[src/rtl/efpga_pkg.sv]
`default_nettype none
// ---------------------------------------------------------------------------
// efpga_pkg : shared types and constants for the eFPGA custom-instruction responder
// Revision  : 1.0 - initial release
// ---------------------------------------------------------------------------
package efpga_pkg;

   localparam int EfpgaDataW = 32;

   typedef enum logic [1:0] {
      EFPGA_ADD = 2'd0,
      EFPGA_MUL = 2'd1,
      EFPGA_MAC = 2'd2,
      EFPGA_CLR = 2'd3
   } efpga_op_e;

   typedef enum logic [1:0] {
      ST_IDLE = 2'd0,
      ST_EXEC = 2'd1,
      ST_WAIT = 2'd2,
      ST_DONE = 2'd3
   } efpga_state_e;

   function automatic logic uses_mult(input efpga_op_e op);
      return (op == EFPGA_MUL) || (op == EFPGA_MAC);
   endfunction

endpackage
`default_nettype wire

[src/rtl/efpga_seq_mult.sv]
`default_nettype none
// ---------------------------------------------------------------------------
// efpga_seq_mult : radix-2 shift-add unsigned multiplier, one bit per cycle
// Revision       : 1.0 - initial release
// ---------------------------------------------------------------------------
module efpga_seq_mult
   import efpga_pkg::*;
#(
   parameter int MulIter = EfpgaDataW
) (
   input  logic                      clk_i,
   input  logic                      rst_i,
   input  logic                      start_i,
   input  logic                      abort_i,
   input  logic [EfpgaDataW-1:0]     a_i,
   input  logic [EfpgaDataW-1:0]     b_i,
   output logic                      valid_o,
   output logic [2*EfpgaDataW-1:0]   product_o
);

   localparam int CntW = (MulIter > 1) ? $clog2(MulIter) : 1;

   logic [2*EfpgaDataW-1:0] mcand_q, mcand_d;
   logic [2*EfpgaDataW-1:0] prod_q, prod_d;
   logic [EfpgaDataW-1:0]   mplier_q, mplier_d;
   logic [CntW-1:0]         cnt_q, cnt_d;
   logic                    run_q, run_d;
   logic                    valid_q, valid_d;

   always_comb begin
      mcand_d  = mcand_q;
      prod_d   = prod_q;
      mplier_d = mplier_q;
      cnt_d    = cnt_q;
      run_d    = run_q;
      valid_d  = 1'b0;
      if (abort_i) begin
         run_d = 1'b0;
      end else if (start_i) begin
         mcand_d  = {{EfpgaDataW{1'b0}}, a_i};
         mplier_d = b_i;
         prod_d   = '0;
         cnt_d    = '0;
         run_d    = 1'b1;
      end else if (run_q) begin
         if (mplier_q[0]) begin
            prod_d = prod_q + mcand_q;
         end
         mcand_d  = mcand_q << 1;
         mplier_d = mplier_q >> 1;
         cnt_d    = cnt_q + 1'b1;
         // Last iteration: product is complete after this edge.
         if (cnt_q == CntW'(MulIter - 1)) begin
            run_d   = 1'b0;
            valid_d = 1'b1;
         end
      end
   end

   always_ff @(posedge clk_i or posedge rst_i) begin
      if (rst_i) begin
         mcand_q  <= '0;
         prod_q   <= '0;
         mplier_q <= '0;
         cnt_q    <= '0;
         run_q    <= 1'b0;
         valid_q  <= 1'b0;
      end else begin
         mcand_q  <= mcand_d;
         prod_q   <= prod_d;
         mplier_q <= mplier_d;
         cnt_q    <= cnt_d;
         run_q    <= run_d;
         valid_q  <= valid_d;
      end
   end

   assign valid_o   = valid_q;
   assign product_o = prod_q;

endmodule
`default_nettype wire

[src/rtl/efpga_accel_responder.sv]
`default_nettype none
// ---------------------------------------------------------------------------
// efpga_accel_responder : hard-logic stand-in for the eFPGA custom-instruction fabric
// Revision              : 1.0 - initial release
// ---------------------------------------------------------------------------
module efpga_accel_responder
   import efpga_pkg::*;
#(
   parameter int          MulIter  = 32,
   parameter logic [63:0] AccReset = 64'h0
) (
   input  logic                  clk_i,
   input  logic                  rst_i,
   input  logic [EfpgaDataW-1:0] eFPGA_operand_a_i,
   input  logic [EfpgaDataW-1:0] eFPGA_operand_b_i,
   input  logic                  eFPGA_write_strobe_i,
   input  logic                  eFPGA_en_i,
   input  logic [1:0]            eFPGA_operator_i,
   input  logic [3:0]            eFPGA_delay_i,
   output logic [EfpgaDataW-1:0] eFPGA_result_a_o,
   output logic [EfpgaDataW-1:0] eFPGA_result_b_o,
   output logic [EfpgaDataW-1:0] eFPGA_result_c_o,
   output logic                  eFPGA_fpga_done_o,
   output logic                  busy_o
);

   efpga_state_e            state_q, state_d;
   efpga_op_e               op_q, op_d;
   logic [EfpgaDataW-1:0]   a_q, a_d, b_q, b_d;
   logic [3:0]              delay_q, delay_d, wait_q, wait_d;
   logic [EfpgaDataW-1:0]   res_a_q, res_a_d, res_b_q, res_b_d, res_c_q, res_c_d;
   logic [63:0]             acc_q, acc_d;
   logic [31:0]             cnt_q, cnt_d;

   logic                    w_accept;
   logic                    w_mul_start;
   logic                    w_mul_valid;
   logic                    w_finish;
   logic [63:0]             w_product;
   logic [EfpgaDataW:0]     w_sum;

   assign w_accept    = eFPGA_en_i & eFPGA_write_strobe_i &
                        ((state_q == ST_IDLE) || (state_q == ST_DONE));
   assign w_mul_start = w_accept & uses_mult(efpga_op_e'(eFPGA_operator_i));
   assign w_sum       = {1'b0, a_q} + {1'b0, b_q};

   // Multiplier is fed straight from the ports so iteration starts on the accepting edge.
   efpga_seq_mult #(
      .MulIter (MulIter)
   ) u_mult (
      .clk_i     (clk_i),
      .rst_i     (rst_i),
      .start_i   (w_mul_start),
      .abort_i   (~eFPGA_en_i),
      .a_i       (eFPGA_operand_a_i),
      .b_i       (eFPGA_operand_b_i),
      .valid_o   (w_mul_valid),
      .product_o (w_product)
   );

   always_comb begin
      state_d  = state_q;
      op_d     = op_q;
      a_d      = a_q;
      b_d      = b_q;
      delay_d  = delay_q;
      wait_d   = wait_q;
      res_a_d  = res_a_q;
      res_b_d  = res_b_q;
      res_c_d  = res_c_q;
      acc_d    = acc_q;
      cnt_d    = cnt_q;
      w_finish = 1'b0;

      if (!eFPGA_en_i) begin
         state_d = ST_IDLE;
      end else begin
         case (state_q)
            ST_IDLE, ST_DONE: begin
               if (w_accept) begin
                  state_d = ST_EXEC;
                  op_d    = efpga_op_e'(eFPGA_operator_i);
                  a_d     = eFPGA_operand_a_i;
                  b_d     = eFPGA_operand_b_i;
                  delay_d = eFPGA_delay_i;
               end
            end
            ST_EXEC: w_finish = uses_mult(op_q) ? w_mul_valid : 1'b1;
            ST_WAIT: begin
               if (wait_q <= 4'd1) begin
                  state_d = ST_DONE;
               end else begin
                  wait_d = wait_q - 4'd1;
               end
            end
         endcase
      end

      if (w_finish) begin
         state_d = (delay_q == 4'd0) ? ST_DONE : ST_WAIT;
         wait_d  = delay_q;
         case (op_q)
            EFPGA_ADD: begin
               res_a_d = w_sum[EfpgaDataW-1:0];
               res_b_d = a_q - b_q;
               res_c_d = {{(EfpgaDataW-1){1'b0}}, w_sum[EfpgaDataW]};
            end
            EFPGA_MUL: begin
               res_a_d = w_product[31:0];
               res_b_d = w_product[63:32];
               res_c_d = '0;
            end
            EFPGA_MAC: begin
               acc_d   = acc_q + w_product;
               cnt_d   = cnt_q + 32'd1;
               res_a_d = acc_d[31:0];
               res_b_d = acc_d[63:32];
               res_c_d = cnt_d;
            end
            EFPGA_CLR: begin
               acc_d   = AccReset;
               cnt_d   = '0;
               res_a_d = '0;
               res_b_d = '0;
               res_c_d = '0;
            end
         endcase
      end
   end

   always_ff @(posedge clk_i or posedge rst_i) begin
      if (rst_i) begin
         state_q <= ST_IDLE;
         op_q    <= EFPGA_ADD;
         a_q     <= '0;
         b_q     <= '0;
         delay_q <= '0;
         wait_q  <= '0;
         res_a_q <= '0;
         res_b_q <= '0;
         res_c_q <= '0;
         acc_q   <= AccReset;
         cnt_q   <= '0;
      end else begin
         state_q <= state_d;
         op_q    <= op_d;
         a_q     <= a_d;
         b_q     <= b_d;
         delay_q <= delay_d;
         wait_q  <= wait_d;
         res_a_q <= res_a_d;
         res_b_q <= res_b_d;
         res_c_q <= res_c_d;
         acc_q   <= acc_d;
         cnt_q   <= cnt_d;
      end
   end

   assign eFPGA_result_a_o  = res_a_q;
   assign eFPGA_result_b_o  = res_b_q;
   assign eFPGA_result_c_o  = res_c_q;
   assign eFPGA_fpga_done_o = (state_q == ST_DONE);
   assign busy_o            = (state_q == ST_EXEC) || (state_q == ST_WAIT);

endmodule
`default_nettype wire

[config.mk]
export PLATFORM = sky130hd
export DESIGN_NAME = efpga_accel_responder
export DESIGN_NICKNAME = d
export VERILOG_FILES = /design/src/rtl/efpga_pkg.sv /design/src/rtl/efpga_seq_mult.sv /design/src/rtl/efpga_accel_responder.sv
export SDC_FILE = /design/constraint.sdc
export NUM_CORES = 1
export LEC_CHECK = 0
export BUFFER_PORTS_ARGS = -buffer_cell sky130_fd_sc_hd__buf_2
export CORE_MARGIN = 4
export CORE_UTILIZATION = 55
export CTS_CLUSTER_SIZE = 10
export DETAILED_ROUTE_END_ITERATION = 16
export GPL_TIMING_DRIVEN = 0
export PLACE_DENSITY = 0.76
export SYNTH_ARGS = -nofsm -noshare
export SYNTH_HDL_FRONTEND = slang
export SYNTH_HIERARCHICAL = 1
export SYNTH_SLANG_ARGS = --single-unit
export TNS_END_PERCENT = 20
[constraint.sdc]
create_clock -name clk_i -period 9 [get_ports clk_i]
set_clock_uncertainty 0.2 [all_clocks]
set_input_delay 0.9 -clock clk_i [delete_from_list [all_inputs] [get_ports clk_i]]
set_output_delay 0.9 -clock clk_i [all_outputs]
set_load 0.01 [all_outputs]
==> flow_metrics.py, run 1 <==
metrics = {
    "worst_setup_path": {
        "crit_chain": "inv_1, ha_1, nand3_1, clkbuf_1, nor2_1, nor3b_1, clkbuf_1, and2_0, clkbuf_1, o2111ai_1, nand3_1",
        "cp_slowest_cell": "clkbuf_1",
        "end_kind": "flop",
        "critical_path_peak_fanout": 10,
        "setup.worst_path.class": "reg2reg",
        "crit_buf_inv": 4,
        "crit_family": "buffers and inverters",
        "cp.required_ps": 9350,
        "start_kind": "flop",
        "cpPeakStageDelay_ps": 710,
        "crit_top_cell": "clkbuf_1",
        "cp.arrival_ps": 5040,
    },
    "synth": {
        "synthSimpleGateAreaFrac_pct": 14.1,
        "synthArstFlopShare_pct": 100,
        "synth_seq_cells": 435,
        "yosysWarnings": 6,
        "synth_top_family_by_area": "compound AO/OA/AOI/OAI gates",
        "syn_area_mm2": 0.0295,
        "synthFlopType": "dfrtp_1",
        "muxShareOfSynthArea_pct": 5.02,
        "syn_nets": 3554,
        "yosysUniqueCellTypes": 110,
        "synth_fa_ha_area_share_pct": 8.87,
        "synth.avg_cell_area_um2": 9.02,
        "synth_compound_area_share_pct": 25.4,
        "synth-edff-count": 0,
        "postSynthCellCount": 3273,
        "synth-seq-area-share_pct": 36.9,
        "synth_xor_xnor_area_share_pct": 5.89,
    },
    "route": {
        "drt.antenna.violating_nets": 0,
        "via_per_inst": 6.46,
        "num_vias": 27200,
        "drt_wl_total_um": 102000,
        "routedWlPerCell_um": 24.2,
        "drt_iter0_markers": 2955,
        "drc": 0,
        "firstDrtPassIters": 6,
    },
    "place": {
        "routabilityCongestion": 1.03,
        "dpl-instance-area_mm2": 0.0313,
        "hpwl_um": 80800,
        "portBuffers": 170,
    },
    "cts": {
        "cts_setup_buffers": 0,
        "root_buffer": "clkbuf_16",
        "post_cts_hold_buffer_count": 0,
        "clk_pin_slew_ps": 60,
        "clk_path_buf_depth": 3,
        "clk_latency_ps": 620,
        "cts_resized": 0,
        "numCtsBuffers": 52,
        "htree_levels": 2,
        "cts_tree": "yes",
        "clock-sinks": 435,
    },
    "timing": {
        "max_freq_mhz": 213,
        "worstMarginPinSlew_ps": 1220,
        "fin_tns_setup_ps": 0,
        "hold-worst-slack_ps": 171,
        "setup_viol": 0,
        "rsz0062_at_grt": "no",
        "hold_viol": 0,
        "fin_crit_ps": 4690,
        "fin_crit_sh_pct": 52.1,
        "maxSlewHeadroom_pct": 18.0,
        "slew_violations": 0,
    },
    "power": {
        "pwr-share-clk_pct": 19.8,
        "power_w": 0.00980,
        "power_frac_comb_pct": 51.0,
        "peakVddDrop_mv": 0.211,
        "p_leak_nw": 15.1,
        "power_density_mw_per_mm2": 299,
        "seqPwrFrac_pct": 29.2,
        "swShare_pct": 47.0,
        "power.net_switching_w": 0.00461,
        "p_int_w": 0.00520,
    },
    "cells_and_area": {
        "fin_area_mm2": 0.0328,
        "finalCoreUtilization_pct": 62.1,
        "final_cell_mix": "dfrtp_1, nand2_1, o21ai_0",
        "syn2layout_area_growth_pct": 11.2,
        "final_layout_size_suffix_gt1_share_pct": 11.7,
        "layout_commonest_cell": "dfrtp_1",
        "layout.nets": 3781,
    },
    "grt": {
        "antenna_found_initial": 1,
        "grt_pass1_vias": 25200,
        "grt_pass1_wl_um": 153000,
        "grt_use_total_pct": 34.7,
        "overflow": 0,
        "grt_start_max_net_pins": 99,
    },
    "outcome": {
        "status": "finished clean",
    },
    "floorplan": {
        "start_util_pct": 55.9,
        "core-area_mm2": 0.0529,
        "die_area_mm2": 0.0575,
        "fp-row-count": 84,
        "die_y_um": 240,
        "io_pins": 172,
        "die_w_um": 240,
    },
    "flow_run": {
        "maxCapViolCount": 0,
    },
    "worst_hold_path": {
        "hp-class": "in2async",
    },
}
-- layer usage --
layer | up-vias | routed length (µm) | part of all wire [%] | track usage (%)
met5 | - | 0 | 0 | 0
met4 | 0 | 5700 | 5.6 | 16.5
met3 | 253 | 10100 | 9.9 | 6.10
met2 | 1358 | 43100 | 42 | 51.6
met1 | 13100 | 42900 | 42 | 49.4
li1 | 12400 | - | - | -
-- state kept, by name, indices dropped and copies added (netlist names), 2 cells and up --
name,flops
a_q,32
acc_q,64
b_q,32
cnt_q,32
delay_q,4
eFPGA_result_a_o,32
eFPGA_result_b_o,32
eFPGA_result_c_o,32
op_q,2
state_q,2
u_mult/cnt_q,5
u_mult/mcand_q,64
u_mult/mplier_q,32
u_mult/product_o,64
wait_q,4
-- final cells by class --
class	instances	area, µm²
fill	4560	20000
multi-input combinational	2542	17500
sequential	435	10900
clock buffer	66	1400
timing repair buffer	173	933
tap	688	861
buffer	194	769
inverter	102	398
clock inverter	7	93.8
antenna	1	2.50
-- worst reg2reg max path: cells and delay by family, from the launching register on --
kind	cells	cell delay, ps
adders and majority gates	1	310
DFF	1	430
buffers and inverters	4	1900
and+or+nand+nor	5	1560
AOI/OAI and AO/OA	1	230
-- power by group through the flow --
stage	Sequential [W]	Clock, W	Combinational (W)
global route	0.00288	0.00204	0.00533
detailed placement	0.00286	0	0.00482
global placement	0.00284	0	0.00475
CTS	0.00283	0.00197	0.00485
finish	0.00286	0.00194	0.00500
floorplan	0.00269	0	0.00310
-- metrics by stage --
stage | std cells | setup WS (ps)
after global placement | 4131 | -2570
after CTS | 4207 | 4320
final | 4208 | 4310
after detailed placement | 4134 | 4020
after floorplan | 3273 | 518
after global routing | 4208 | 4220
-- path summary, 6_finish.rpt --
check	to	depth (start not counted)	from	slack, ps
max in group asynchronous	acc_q[57]	4	rst_i	7090
hold / removal	u_mult/product_o[1]	2	rst_i	170
setup reg to reg	u_mult/product_o[60]	11	state_q[0]	4310
setup / recovery	u_mult/product_o[60]	11	state_q[0]	4310
hold reg to reg	eFPGA_result_c_o[11]	2	eFPGA_result_c_o[11]	270
min in group clk_i	eFPGA_result_c_o[11]	2	eFPGA_result_c_o[11]	270
-- kinds of logic (layout without fill, tap and decap cells) --
kind of cell             count (synthesis)  count (layout)
other                                    0               1
adder cells (fa/ha/maj)                207             207
multiplexers                           139             139
buffers and inverters                  296             542
AND/OR/NAND/NOR                        894             894
flip-flops                             435             435
AO/OA/AOI/OAI                         1105            1105
XOR/XNOR                               197             197
-- cell usage after synthesis, types with 14 or more instances --
| cell | count | area (µm²) |
|---|---|---|
| clkbuf_1 | 153 | 574 |
| a21oi_1 | 218 | 1090 |
| nand3_1 | 55 | 275 |
| mux2_2 | 70 | 788 |
| buf_2 | 26 | 130 |
| nor2b_1 | 24 | 150 |
| and3_1 | 33 | 206 |
| nand4_1 | 47 | 294 |
| a221oi_1 | 42 | 368 |
| a211oi_1 | 33 | 248 |
| a21o_1 | 92 | 691 |
| o21bai_1 | 34 | 255 |
| nand2_1 | 375 | 1410 |
| or3_1 | 14 | 87.6 |
| dfrtp_1 | 435 | 10900 |
| a31oi_1 | 31 | 194 |
| xor2_1 | 75 | 657 |
| o21ai_1 | 49 | 245 |
| o21a_1 | 20 | 150 |
| a22o_1 | 99 | 867 |
| nor2_1 | 191 | 717 |
| o21ai_0 | 271 | 1360 |
| o31ai_1 | 32 | 240 |
| o22ai_1 | 19 | 119 |
| ha_1 | 203 | 2540 |
| nand2b_1 | 26 | 163 |
| xnor2_1 | 121 | 1060 |
| mux2i_1 | 67 | 671 |
| nor3_1 | 40 | 200 |
| and2_1 | 19 | 119 |
| inv_1 | 100 | 375 |
(Power assumes the default switching activity.)
==> inputs of run 2 (changes only) <==
==> constraint.sdc (replaced) <==
create_clock -name clk_i -period 3.9 [get_ports clk_i]
set_clock_uncertainty 0.2 [all_clocks]
set_input_delay 0.39 -clock clk_i [delete_from_list [all_inputs] [get_ports clk_i]]
set_output_delay 0.39 -clock clk_i [all_outputs]
set_load 0.01 [all_outputs]
==> flow_metrics.py, run 2 (synthesis gave the netlist of run 1 again) <==
metrics = {
    "outcome": {
        "status": "complete, but fails checks",
        "violations": "setup timing",
    },
    "worst_setup_path": {
        "end_kind": "flop",
        "worstReg2RegStart": "u_mult/product_o[0]",
        "critical_path_peak_fanout": 4,
        "crit_chain": "ha_1, fa_1, a211oi_2, o21bai_2, a211oi_4, nor3_1, o2111a_1, or2_1, a21oi_2, xnor2_1, a221o_1, a22o_1",
        "cp_slowest_cell": "fa_1",
        "cp.arrival_ps": 4330,
        "r2r-end": "eFPGA_result_b_o[14]",
        "rrSetupSlack_ps": -130,
        "start_kind": "flop",
        "crit_buf_inv": 0,
        "reg2reg_depth": 12,
        "cp.required_ps": 4200,
        "crit_family": "compound AO/OA/AOI/OAI gates",
        "cpPeakStageDelay_ps": 460,
        "setup.worst_path.class": "reg2reg",
    },
    "grt": {
        "grt_pass1_wl_um": 158000,
        "overflow": 0,
        "grt_start_max_net_pins": 41,
        "antenna_found_initial": 1,
        "grt_use_total_pct": 35.7,
        "grt_pass1_vias": 26100,
    },
    "flow_run": {
        "maxCapViolCount": 0,
    },
    "floorplan": {
        "die_y_um": 240,
        "die_w_um": 240,
        "core-area_mm2": 0.0529,
        "fp-row-count": 84,
        "start_util_pct": 55.9,
        "die_area_mm2": 0.0575,
        "io_pins": 172,
    },
    "power": {
        "peakVddDrop_mv": 0.431,
        "power_density_mw_per_mm2": 676,
        "p_leak_nw": 15.6,
    },
    "timing": {
        "hold-worst-slack_ps": 270,
        "setup_viol": 5,
        "rsz0062_at_grt": "yes",
        "fin_crit_sh_pct": 103,
        "fin_tns_setup_ps": -230,
        "setup_ws_ps": -132,
        "maxSlewHeadroom_pct": 17.1,
        "max_freq_mhz": 248,
        "hold_viol": 0,
        "fin_crit_ps": 4030,
        "worstMarginPinSlew_ps": 1240,
        "slew_violations": 0,
    },
    "route": {
        "drc": 0,
        "via_per_inst": 6.43,
        "routedWlPerCell_um": 24.5,
        "drt_iter0_markers": 2977,
        "drt.antenna.violating_nets": 0,
        "num_vias": 27600,
        "drt_wl_total_um": 105000,
        "firstDrtPassIters": 9,
    },
    "cells_and_area": {
        "layout.nets": 3861,
        "final_cell_mix": "dfrtp_1, nand2_1, o21ai_0",
        "syn2layout_area_growth_pct": 14.8,
        "layout_commonest_cell": "dfrtp_1",
        "nFillCells": 4387,
        "final_layout_size_suffix_gt1_share_pct": 12.8,
    },
    "cts": {
        "htree_levels": 2,
        "numCtsBuffers": 52,
        "root_buffer": "clkbuf_16",
        "clock-sinks": 435,
        "clk_latency_ps": 620,
        "clk_path_buf_depth": 3,
        "cts_tree": "yes",
        "clk_pin_slew_ps": 50,
    },
    "worst_hold_path": {
        "worstHoldPathCells": 2,
        "hp-class": "reg2reg",
        "hold_start": "eFPGA_result_c_o[9]",
        "min_to": "eFPGA_result_c_o[9]",
    },
    "place": {
        "routabilityCongestion": 1.05,
        "portBuffers": 170,
        "hpwl_um": 81200,
        "preCtsSetupSlack_ps": -629,
    },
}
==> run 2: final cells by class <==
class                           instances  area, µm²  share of cell area (%)
Clock buffer                           63       1440                    4.26
Buffer                                192        782                    2.31
Sequential cell                       435      10900                    32.1
Multi-Input combinational cell       2542      17700                    52.1
Timing Repair Buffer                  255       1820                    5.37
Antenna cell                            1       2.50                 0.00738
Clock inverter                          7       45.0                   0.133
Tap cell                              688        861                    2.54
Inverter                              102        390                    1.15
==> run 2: power breakdown <==
group | internal [W] | total, W | switching [W]
Clock | 0.00256 | 0.00448 | 0.00192
Combinational | 0.00407 | 0.0118 | 0.00772
Sequential | 0.00546 | 0.00663 | 0.00117
==> run 2: timing repair <==
action	CTS	global route
pin swaps	1	3
resized for setup	13	43
setup buffers	0	2
setup endpoints to repair	155	144
endpoints found under the hold margin	195	0
hold buffers	72	0
==> run 2: worst max path at each step <==
stage                        startpoint  slack, ps                    to  cells after the start
floorplan                         rst_i       -230                a_q[0]                      1
global placement                  rst_i      -2120             acc_q[54]                      2
detailed placement           state_q[0]       -630  u_mult/product_o[49]                     11
CTS                 u_mult/product_o[0]        -30  eFPGA_result_b_o[14]                     12
global route        u_mult/product_o[0]       -150  eFPGA_result_b_o[14]                     12
finish              u_mult/product_o[0]       -130  eFPGA_result_b_o[14]                     12
==> run 2: per-layer routing <==
layer / up-vias / wire, µm / share of wire [%] / GRT usage [%]
li1: 12600 / - / - / -
met1: 13300 / 43700 / 42 / 50.2
met2: 1438 / 45100 / 43 / 54.5
met3: 262 / 10500 / 10 / 6.33
met4: 0 / 5630 / 5.4 / 15.5
met5: - / 0 / 0 / 0
==> run 2: tightest hold or removal path: stages (launching register included) <==
cell     delay (ps)
dfrtp_1         330
nand2_1          40
o21ai_0          60
==> run 2: through the flow <==
| stage | cells | util (%) | cell area [µm²] | power, W |
|---|---|---|---|---|
| finish | 4285 | 64.1 | 33900 | 0.0229 |
| global route | 4284 | 64.1 | 33900 | 0.0239 |
| CTS | 4283 | 63.8 | 33700 | 0.0223 |
| global placement | 4131 | 59.1 | 31200 | 0.0175 |
| detailed placement | 4142 | 59.5 | 31500 | 0.0177 |
| floorplan | 3273 | - | 29500 | 0.0134 |
